===== config.mk =====
export PLATFORM = sky130hd
export DESIGN_NAME = logic_op_unit
export DESIGN_NICKNAME = d
export VERILOG_FILES = /design/src/rtl/logic_op_unit.sv
export SDC_FILE = /design/constraint.sdc
export NUM_CORES = 1
export LEC_CHECK = 0
export ABC_AREA = 1
export BUFFER_PORTS_ARGS = -buffer_cell sky130_fd_sc_hd__buf_2
export CAP_MARGIN = 20
export CELL_PAD_IN_SITES_DETAIL_PLACEMENT = 2
export CELL_PAD_IN_SITES_GLOBAL_PLACEMENT = 2
export CORE_MARGIN = 8
export CORE_UTILIZATION = 32
export CTS_CLUSTER_SIZE = 10
export DETAILED_ROUTE_END_ITERATION = 10
export PLACE_DENSITY_LB_ADDON = 0.08
export SLEW_MARGIN = 0
export SYNTH_ARGS = -nofsm -noshare
export SYNTH_HDL_FRONTEND = slang
export SYNTH_SLANG_ARGS = --single-unit

===== constraint.sdc =====
create_clock -name clk -period 4.8 [get_ports clk]
set_clock_uncertainty 0.15 [all_clocks]
set_input_delay 0.24 -clock clk [delete_from_list [all_inputs] [get_ports clk]]
set_output_delay 0.24 -clock clk [all_outputs]
set_load 0.005 [all_outputs]

===== src/rtl/logic_op_unit.sv =====
// logic_op_unit: registered bitwise operation unit with valid/ready handshake,
// AND/OR accumulate modes, a reduction bit, a popcount of the result and a
// saturating count of accepted transactions.
module logic_op_unit #(
    parameter int WIDTH = 4,
    parameter int CNT_W = 8
) (
    input  logic                         clk,
    input  logic                         rst_n,
    input  logic                         ena,
    input  logic                         in_valid,
    output logic                         in_ready,
    input  logic [WIDTH-1:0]             a,
    input  logic [WIDTH-1:0]             b,
    input  logic [2:0]                   op,
    input  logic                         acc_clr,
    output logic                         out_valid,
    input  logic                         out_ready,
    output logic [WIDTH-1:0]             y,
    output logic                         y_red,
    output logic [$clog2(WIDTH+1)-1:0]   ones,
    output logic [CNT_W-1:0]             txn_cnt
);

    localparam int ONES_W = $clog2(WIDTH+1);

    localparam logic [2:0] OP_AND     = 3'b000;
    localparam logic [2:0] OP_OR      = 3'b001;
    localparam logic [2:0] OP_XOR     = 3'b010;
    localparam logic [2:0] OP_NAND    = 3'b011;
    localparam logic [2:0] OP_NOR     = 3'b100;
    localparam logic [2:0] OP_XNOR    = 3'b101;
    localparam logic [2:0] OP_ACC_AND = 3'b110;
    localparam logic [2:0] OP_ACC_OR  = 3'b111;

    // Number of set bits in v.
    function automatic logic [ONES_W-1:0] popcount(input logic [WIDTH-1:0] v);
        logic [ONES_W-1:0] n;
        n = '0;
        for (int i = 0; i < WIDTH; i++) begin
            n = n + ONES_W'(v[i]);
        end
        return n;
    endfunction

    // Reduction matched to the operation family: AND-like ops reduce with AND,
    // OR-like ops with OR, XOR-like ops with XOR.
    function automatic logic reduce(input logic [2:0] sel, input logic [WIDTH-1:0] v);
        logic r;
        case (sel)
            OP_AND, OP_NAND, OP_ACC_AND: r = &v;
            OP_OR,  OP_NOR,  OP_ACC_OR:  r = |v;
            default:                     r = ^v;
        endcase
        return r;
    endfunction

    logic             accept;
    logic             is_acc_op;
    logic [WIDTH-1:0] t_and_p0;
    logic [WIDTH-1:0] t_or_p0;
    logic [WIDTH-1:0] acc_cur_p0;
    logic             acc_empty_cur_p0;
    logic [WIDTH-1:0] acc_nxt_p0;
    logic [WIDTH-1:0] r_p0;
    logic [WIDTH-1:0] acc_p1;
    logic             acc_empty_p1;

    // Ready is withheld in reset, when disabled, or while an unconsumed result is held.
    assign in_ready  = rst_n & ena & (~out_valid | out_ready);
    assign accept    = in_valid & in_ready;
    assign is_acc_op = (op == OP_ACC_AND) || (op == OP_ACC_OR);

    // Input stage: compute the result; a same-cycle clear is seen by the accumulate ops first.
    always_comb begin
        t_and_p0         = a & b;
        t_or_p0          = a | b;
        acc_empty_cur_p0 = acc_empty_p1 | acc_clr;
        acc_cur_p0       = acc_clr ? '0 : acc_p1;
        acc_nxt_p0       = acc_cur_p0;
        r_p0             = '0;
        case (op)
            OP_AND:  r_p0 = t_and_p0;
            OP_OR:   r_p0 = t_or_p0;
            OP_XOR:  r_p0 = a ^ b;
            OP_NAND: r_p0 = ~t_and_p0;
            OP_NOR:  r_p0 = ~t_or_p0;
            OP_XNOR: r_p0 = ~(a ^ b);
            OP_ACC_AND: begin
                acc_nxt_p0 = acc_empty_cur_p0 ? t_and_p0 : (acc_cur_p0 & t_and_p0);
                r_p0       = acc_nxt_p0;
            end
            OP_ACC_OR: begin
                acc_nxt_p0 = acc_empty_cur_p0 ? t_or_p0 : (acc_cur_p0 | t_or_p0);
                r_p0       = acc_nxt_p0;
            end
            default: r_p0 = '0;
        endcase
    end

    // Output stage: load on accept, drain when taken, hold under backpressure or while disabled.
    always_ff @(posedge clk) begin
        if (!rst_n) begin
            out_valid <= 1'b0;
            y         <= '0;
            y_red     <= 1'b0;
            ones      <= '0;
        end else if (accept) begin
            out_valid <= 1'b1;
            y         <= r_p0;
            y_red     <= reduce(op, r_p0);
            ones      <= popcount(r_p0);
        end else if (ena && out_valid && out_ready) begin
            out_valid <= 1'b0;
        end
    end

    // Accumulator: updated by accepted accumulate ops, otherwise cleared by acc_clr regardless of ena.
    always_ff @(posedge clk) begin
        if (!rst_n) begin
            acc_p1       <= '0;
            acc_empty_p1 <= 1'b1;
        end else if (accept && is_acc_op) begin
            acc_p1       <= acc_nxt_p0;
            acc_empty_p1 <= 1'b0;
        end else if (acc_clr) begin
            acc_p1       <= '0;
            acc_empty_p1 <= 1'b1;
        end
    end

    // Transaction counter: counts accepts and sticks at all-ones.
    always_ff @(posedge clk) begin
        if (!rst_n) begin
            txn_cnt <= '0;
        end else if (accept && (txn_cnt != {CNT_W{1'b1}})) begin
            txn_cnt <= txn_cnt + CNT_W'(1);
        end
    end

endmodule


* Word level (Yosys, flattened, before mapping)
Index checks and enable logic that the tools add are counted.
Widths: inputs -> output; s select.
** Word-level totals
- Logic and storage cells :: 57
- Bits of input ports :: 17
- Flip-flop bits (word level) :: 22
- Output and inout bits :: 18
** Operators by class
- Add/subtract/negate cells :: 4
- Mux-type cells :: 11
- Equal/unequal tests :: 8
- Bitwise operators :: 14
- Reductions and logical operators :: 13
** Operators with widths (number)
- $pmux 4 s8 :: 1
- $mux 4 :: 4
- $eq 3x3->1 const B :: 4
- $not 4->4 :: 3
- $add 8x1->8 const B :: 1
- $and 4x4->4 :: 2
- $ne 8x8->1 const B :: 1
- $or 4x4->4 :: 2
- $pmux 4 s2 :: 1
- $eq 3x2->1 const B :: 2
- $reduce_or 3->1 :: 2
- $logic_and 1x1->1 :: 4
- $mux 1 :: 4
- $reduce_and 4->1 :: 1
- $reduce_bool 2->1 :: 2
- $reduce_or 4->1 :: 1
- $reduce_xor 4->1 :: 1
- $xor 4x4->4 :: 1
- $add 2x1->3 :: 1
- $add 3x1->3 :: 1
- $and 1x1->1 :: 3
- $eq 3x1->1 const B :: 1
- $logic_not 3->1 :: 1
- $add 1x1->2 :: 1
- 4 further kinds :: 5

* Logic depth before layout (Yosys ltp)
- Depth after elaboration :: 7
- Mapped depth :: 14
- Gate-level depth less buffers :: 14

* Least setup slack after synthesis
Ideal clock, no wire load.
- Kind :: input to register
- From :: input a[0]
- To :: register ones[1]
- Buffers on the path :: 0
- Slack :: 2497 ps
- Required time :: 4518 ps
- Cell stages on the path :: 14
- Arrival :: 2021 ps
- Setup time :: 132 ps
- Cells stage by stage :: inv_1 > ha_1 > inv_1 > nand4_1 > nand2_1 > nor2_1 > nand3_1 > nand2_2 > inv_1 > fa_1 > ha_1 > ha_1 > nand2_1 > a21oi_1
** On the way
- Cells in the longest elaborated chain, start to end :: 7
- Elaborated cells between the ends (all ways) :: 14
- Those cells by class :: add/sub: 3; mux: 3; bitwise: 8
** Ends and longest elaborated chain
- start: declaration :: RTL line 13 : input logic [WIDTH-1:0] a,
- $or 4x4->4 / $and 4x4->4 (equally long branches) :: RTL line 77, 76
- $or 4x4->4 / $and 4x4->4 (equally long branches) :: RTL line 94, 90
- $mux 4 (on tied branches) :: RTL line 94, 90
- $pmux 4 s8 * :: RTL line 82 : case (op)
- net r_p0[0] :: RTL line 65 : logic [WIDTH-1:0] r_p0;
- $add 1x1->2 * :: RTL line 41 : n = n + ONES_W'(v[i]);
- $add 2x1->3 * :: RTL line 41
- $add 3x1->3 * :: RTL line 41
- end signal: assignment :: RTL line 112 : ones <= popcount(r_p0);
- end: declaration :: RTL line 21 : output logic [$clog2(WIDTH+1)-1:0] ones,
Mark *: on every way through the listed nets, which the timed path passes. The rest lies on a longest branch.
A chain may end at the register's enable or synchronous reset.

* Worst setup path after layout
- From :: register acc_empty_p1
- To :: register ones[1]
** On the way
- Cells in the longest elaborated chain, start to end :: 6
- Elaborated cells between the ends (all ways) :: 7
- Those cells by class :: add/sub: 3; mux: 3; bitwise: 1
** Ends and longest elaborated chain
- start: declaration :: RTL line 67 : logic acc_empty_p1;
- start signal: assignment :: RTL line 122 : acc_empty_p1 <= 1'b1;
- start signal: assignment :: RTL line 125 : acc_empty_p1 <= 1'b0;
- start signal: assignment :: RTL line 128 : acc_empty_p1 <= 1'b1;
- $or 1x1->1 * :: RTL line 78 : acc_empty_cur_p0 = acc_empty_p1 | acc_clr;
- $mux 4 (on tied branches) :: RTL line 94, 90
- $pmux 4 s8 * :: RTL line 82
- net r_p0[1] :: RTL line 65
- $add 1x1->2 * :: RTL line 41
- $add 2x1->3 * :: RTL line 41
- $add 3x1->3 * :: RTL line 41
Marked as above.

==> flow_summary.json <==
{
  "crit_fanout": 7,
  "min_from": "acc_clr",
  "dp_hpwl_mm": 4.55,
  "wl_per_cell_um": 14.6,
  "reg2reg_from": "acc_empty_p1$_SDFFE_PN1P_",
  "grt_antenna_before_repair": 0,
  "diodes": 0,
  "syn_area_um2": 1770,
  "final_cell_mix": "66 x nand2_1, 43 x inv_1, 34 x buf_2",
  "final_common_cell": "nand2_1",
  "tns_ns": 0,
  "combinationalPowerShare_pct": 28.6,
  "via_per_inst": 4.76,
  "fin_ws_ns": 2.25,
  "ys.flop_type": "dfxtp_1",
  "final_antenna_net_count": 0,
  "slew_headroom_pct": 65.8,
  "grt_max_degree": 15,
  "yosys-top-cells-area": "dfxtp_1 25%, nand2_1 14%, ha_1 13%",
  "drive_above_1_share_pct": 18.3,
  "cts_buffer_depth": 2,
  "area.growth.synth_to_final_pct": 14.8,
  "p_seq_share_pct": 44.8,
  "grt_pass1_wl_mm": 9.32,
  "clock_latency_ns": 0.26,
  "worst-setup-path-type": "flop to flop",
  "crit_path_start_kind": "flop",
  "ys_seq_elements": 22,
  "finalHoldViolations": 0,
  "portBuffers": 34,
  "r2r_slack_ns": 2.25,
  "fin_crit_sh_pct": 53.1,
  "p_sw_share_pct": 32.5,
  "syn_area_per_cell_um2": 6.60,
  "worstSetupStartpoint": "acc_empty_p1$_SDFFE_PN1P_",
  "synth_cells": 269,
  "yosysWarnings": 0,
  "core_um2": 5440,
  "ctsHoldBuffers": 0,
  "cts.sinks": 22,
  "cts_tree": "built",
  "p_leak_nw": 1.06,
  "track_usage_pct": 13.5,
  "ir_drop_mv": 0.115,
  "async_flop_share_pct": 0,
  "pre_cts_ws_ns": 2.09,
  "fin_crit_ns": 2.55,
  "multi_input_area_um2": 1120,
  "synth_nets": 306,
  "start_util_pct": 32.6,
  "ioPinCount": 35,
  "drtPass1Iterations": 4,
  "die_w_um": 90.5,
  "hold_class": "input pin to flop",
  "gp_congestion": 0.824,
  "wl_mm": 5.43,
  "end_kind": "flop",
  "synth_top_area_share_pct": 24.8,
  "synth.distinct_cells": 33,
  "h-tree-depth": 1,
  "rsz0062_at_grt": "false",
  "synth_top_area_cell": "dfxtp_1",
  "p_int_mw": 0.288,
  "worst_pin_slew_ns": 0.513,
  "setup_viol": 0,
  "post_cts_resized": 0,
  "grt_overflow": 0,
  "cts_setup_buffers": 0,
  "rows": 27,
  "route.detailed.drc": 0,
  "initialDrtViolationCount": 31,
  "grt_pass1_vias": 1995,
  "arrival_ns": 2.53,
  "regArea_um2": 440,
  "required_ns": 4.78,
  "cts_buffers": 3,
  "nets": 339,
  "die_y_um": 90.5,
  "vias": 1770,
  "ys_seq_area_share_pct": 24.8,
  "drv_slew": 0,
  "nFillCells": 705,
  "clk_pin_slew_ns": 0.08,
  "root_buffer": "clkbuf_8",
  "outcome": "completed",
  "max_freq_mhz": 392,
  "p_sw_mw": 0.139,
  "synth-edff-count": 0,
  "clkPwrFrac_pct": 26.6,
  "maxCapViolations": 0,
  "cellPowerDensity_nw_per_um2": 209,
  "die-area_um2": 8180
}
==> layout make-up <==
| cell class | instances | share of cell area (%) |
|---|---|---|
| inverters | 45 | 8.42 |
| repair buffers | 34 | 8.35 |
| clock buffers | 3 | 2.03 |
| well taps | 72 | 4.42 |
| flip-flops and latches | 22 | 21.6 |
| multi-input cells | 196 | 55.2 |
==> worst max-delay path: stages, from the launching register on <==
cell and delay (ns):
dfxtp_1 0.33, inv_1 0.04, nand2_1 0.19, nand2_1 0.09, nand2_1 0.06, nand2_1 0.06
nand2_1 0.07, nand3_1 0.13, nand2_2 0.12, inv_1 0.07, fa_1 0.45, ha_1 0.23
ha_1 0.29, nand2_1 0.07, a21oi_1 0.06
==> cell usage after synthesis (3+ instances only) <==
master and count:
a21oi_1 16, a21oi_2 4, dfxtp_1 22, ha_1 19, inv_1 43, nand2_1 66, nand2_2 5, nand3_1 27
nand4_1 3, nor2_1 27, o21ai_0 10, xor2_1 3
==> power groups by stage <==
stage          combinational [mW]  clock, mW  sequential, mW
2_1_floorplan              0.0799          0           0.195
3_3_place_gp                0.117          0           0.195
4_1_cts                     0.125      0.120           0.191
6_report                    0.122      0.114           0.191
5_1_grt                     0.141      0.126           0.192
3_5_place_dp                0.123          0           0.195
==> logic make-up after synthesis <==
family / Yosys count / synth area share (%)
and+or+nand+nor: 136 / 35.3
buffers and inverters: 51 / 11.8
AOI/OAI and AO/OA: 36 / 11.6
DFF: 22 / 24.8
adders and majority gates: 20 / 14.5
xor gates and xnor gates: 4 / 1.97
==> state kept, by name, indices dropped and copies added (netlist names) <==
name	cells
acc_p1	4
y_red	1
y	4
txn_cnt	8
acc_empty_p1	1
ones	3
out_valid	1
==> metal layers <==
metal	global-route usage (%)	share of wire (%)	up-vias
met5	0	0	-
met4	2.36	0.29	0
met3	2.99	3.3	2
met2	23.9	49	18
met1	16.4	47	846
li1	-	-	904
==> through the flow <==
step | instances | power, mW | cell area, um^2 | hold slack, ns | utilization [%]
floorplan | 269 | 0.275 | 1770 | 0.219 | -
global placement | 369 | 0.313 | 2000 | 0.308 | 36.7
detailed placement | 369 | 0.318 | 2000 | 0.316 | 36.7
CTS | 372 | 0.436 | 2040 | 0.150 | 37.5
global route | 372 | 0.458 | 2040 | 0.204 | 37.5
finish | 372 | 0.426 | 2040 | 0.153 | 37.5
==> path summary, 6_finish.rpt <==
kind                                                   to  depth (start not counted)
worst min-delay path            acc_empty_p1$_SDFFE_PN1P_                          3
worst min register to register       ones[0]$_SDFFE_PN0P_                          2
worst max-delay path                 ones[1]$_SDFFE_PN0P_                         14
worst max register to register       ones[1]$_SDFFE_PN0P_                         14
Power figures use the tool's default switching activity.
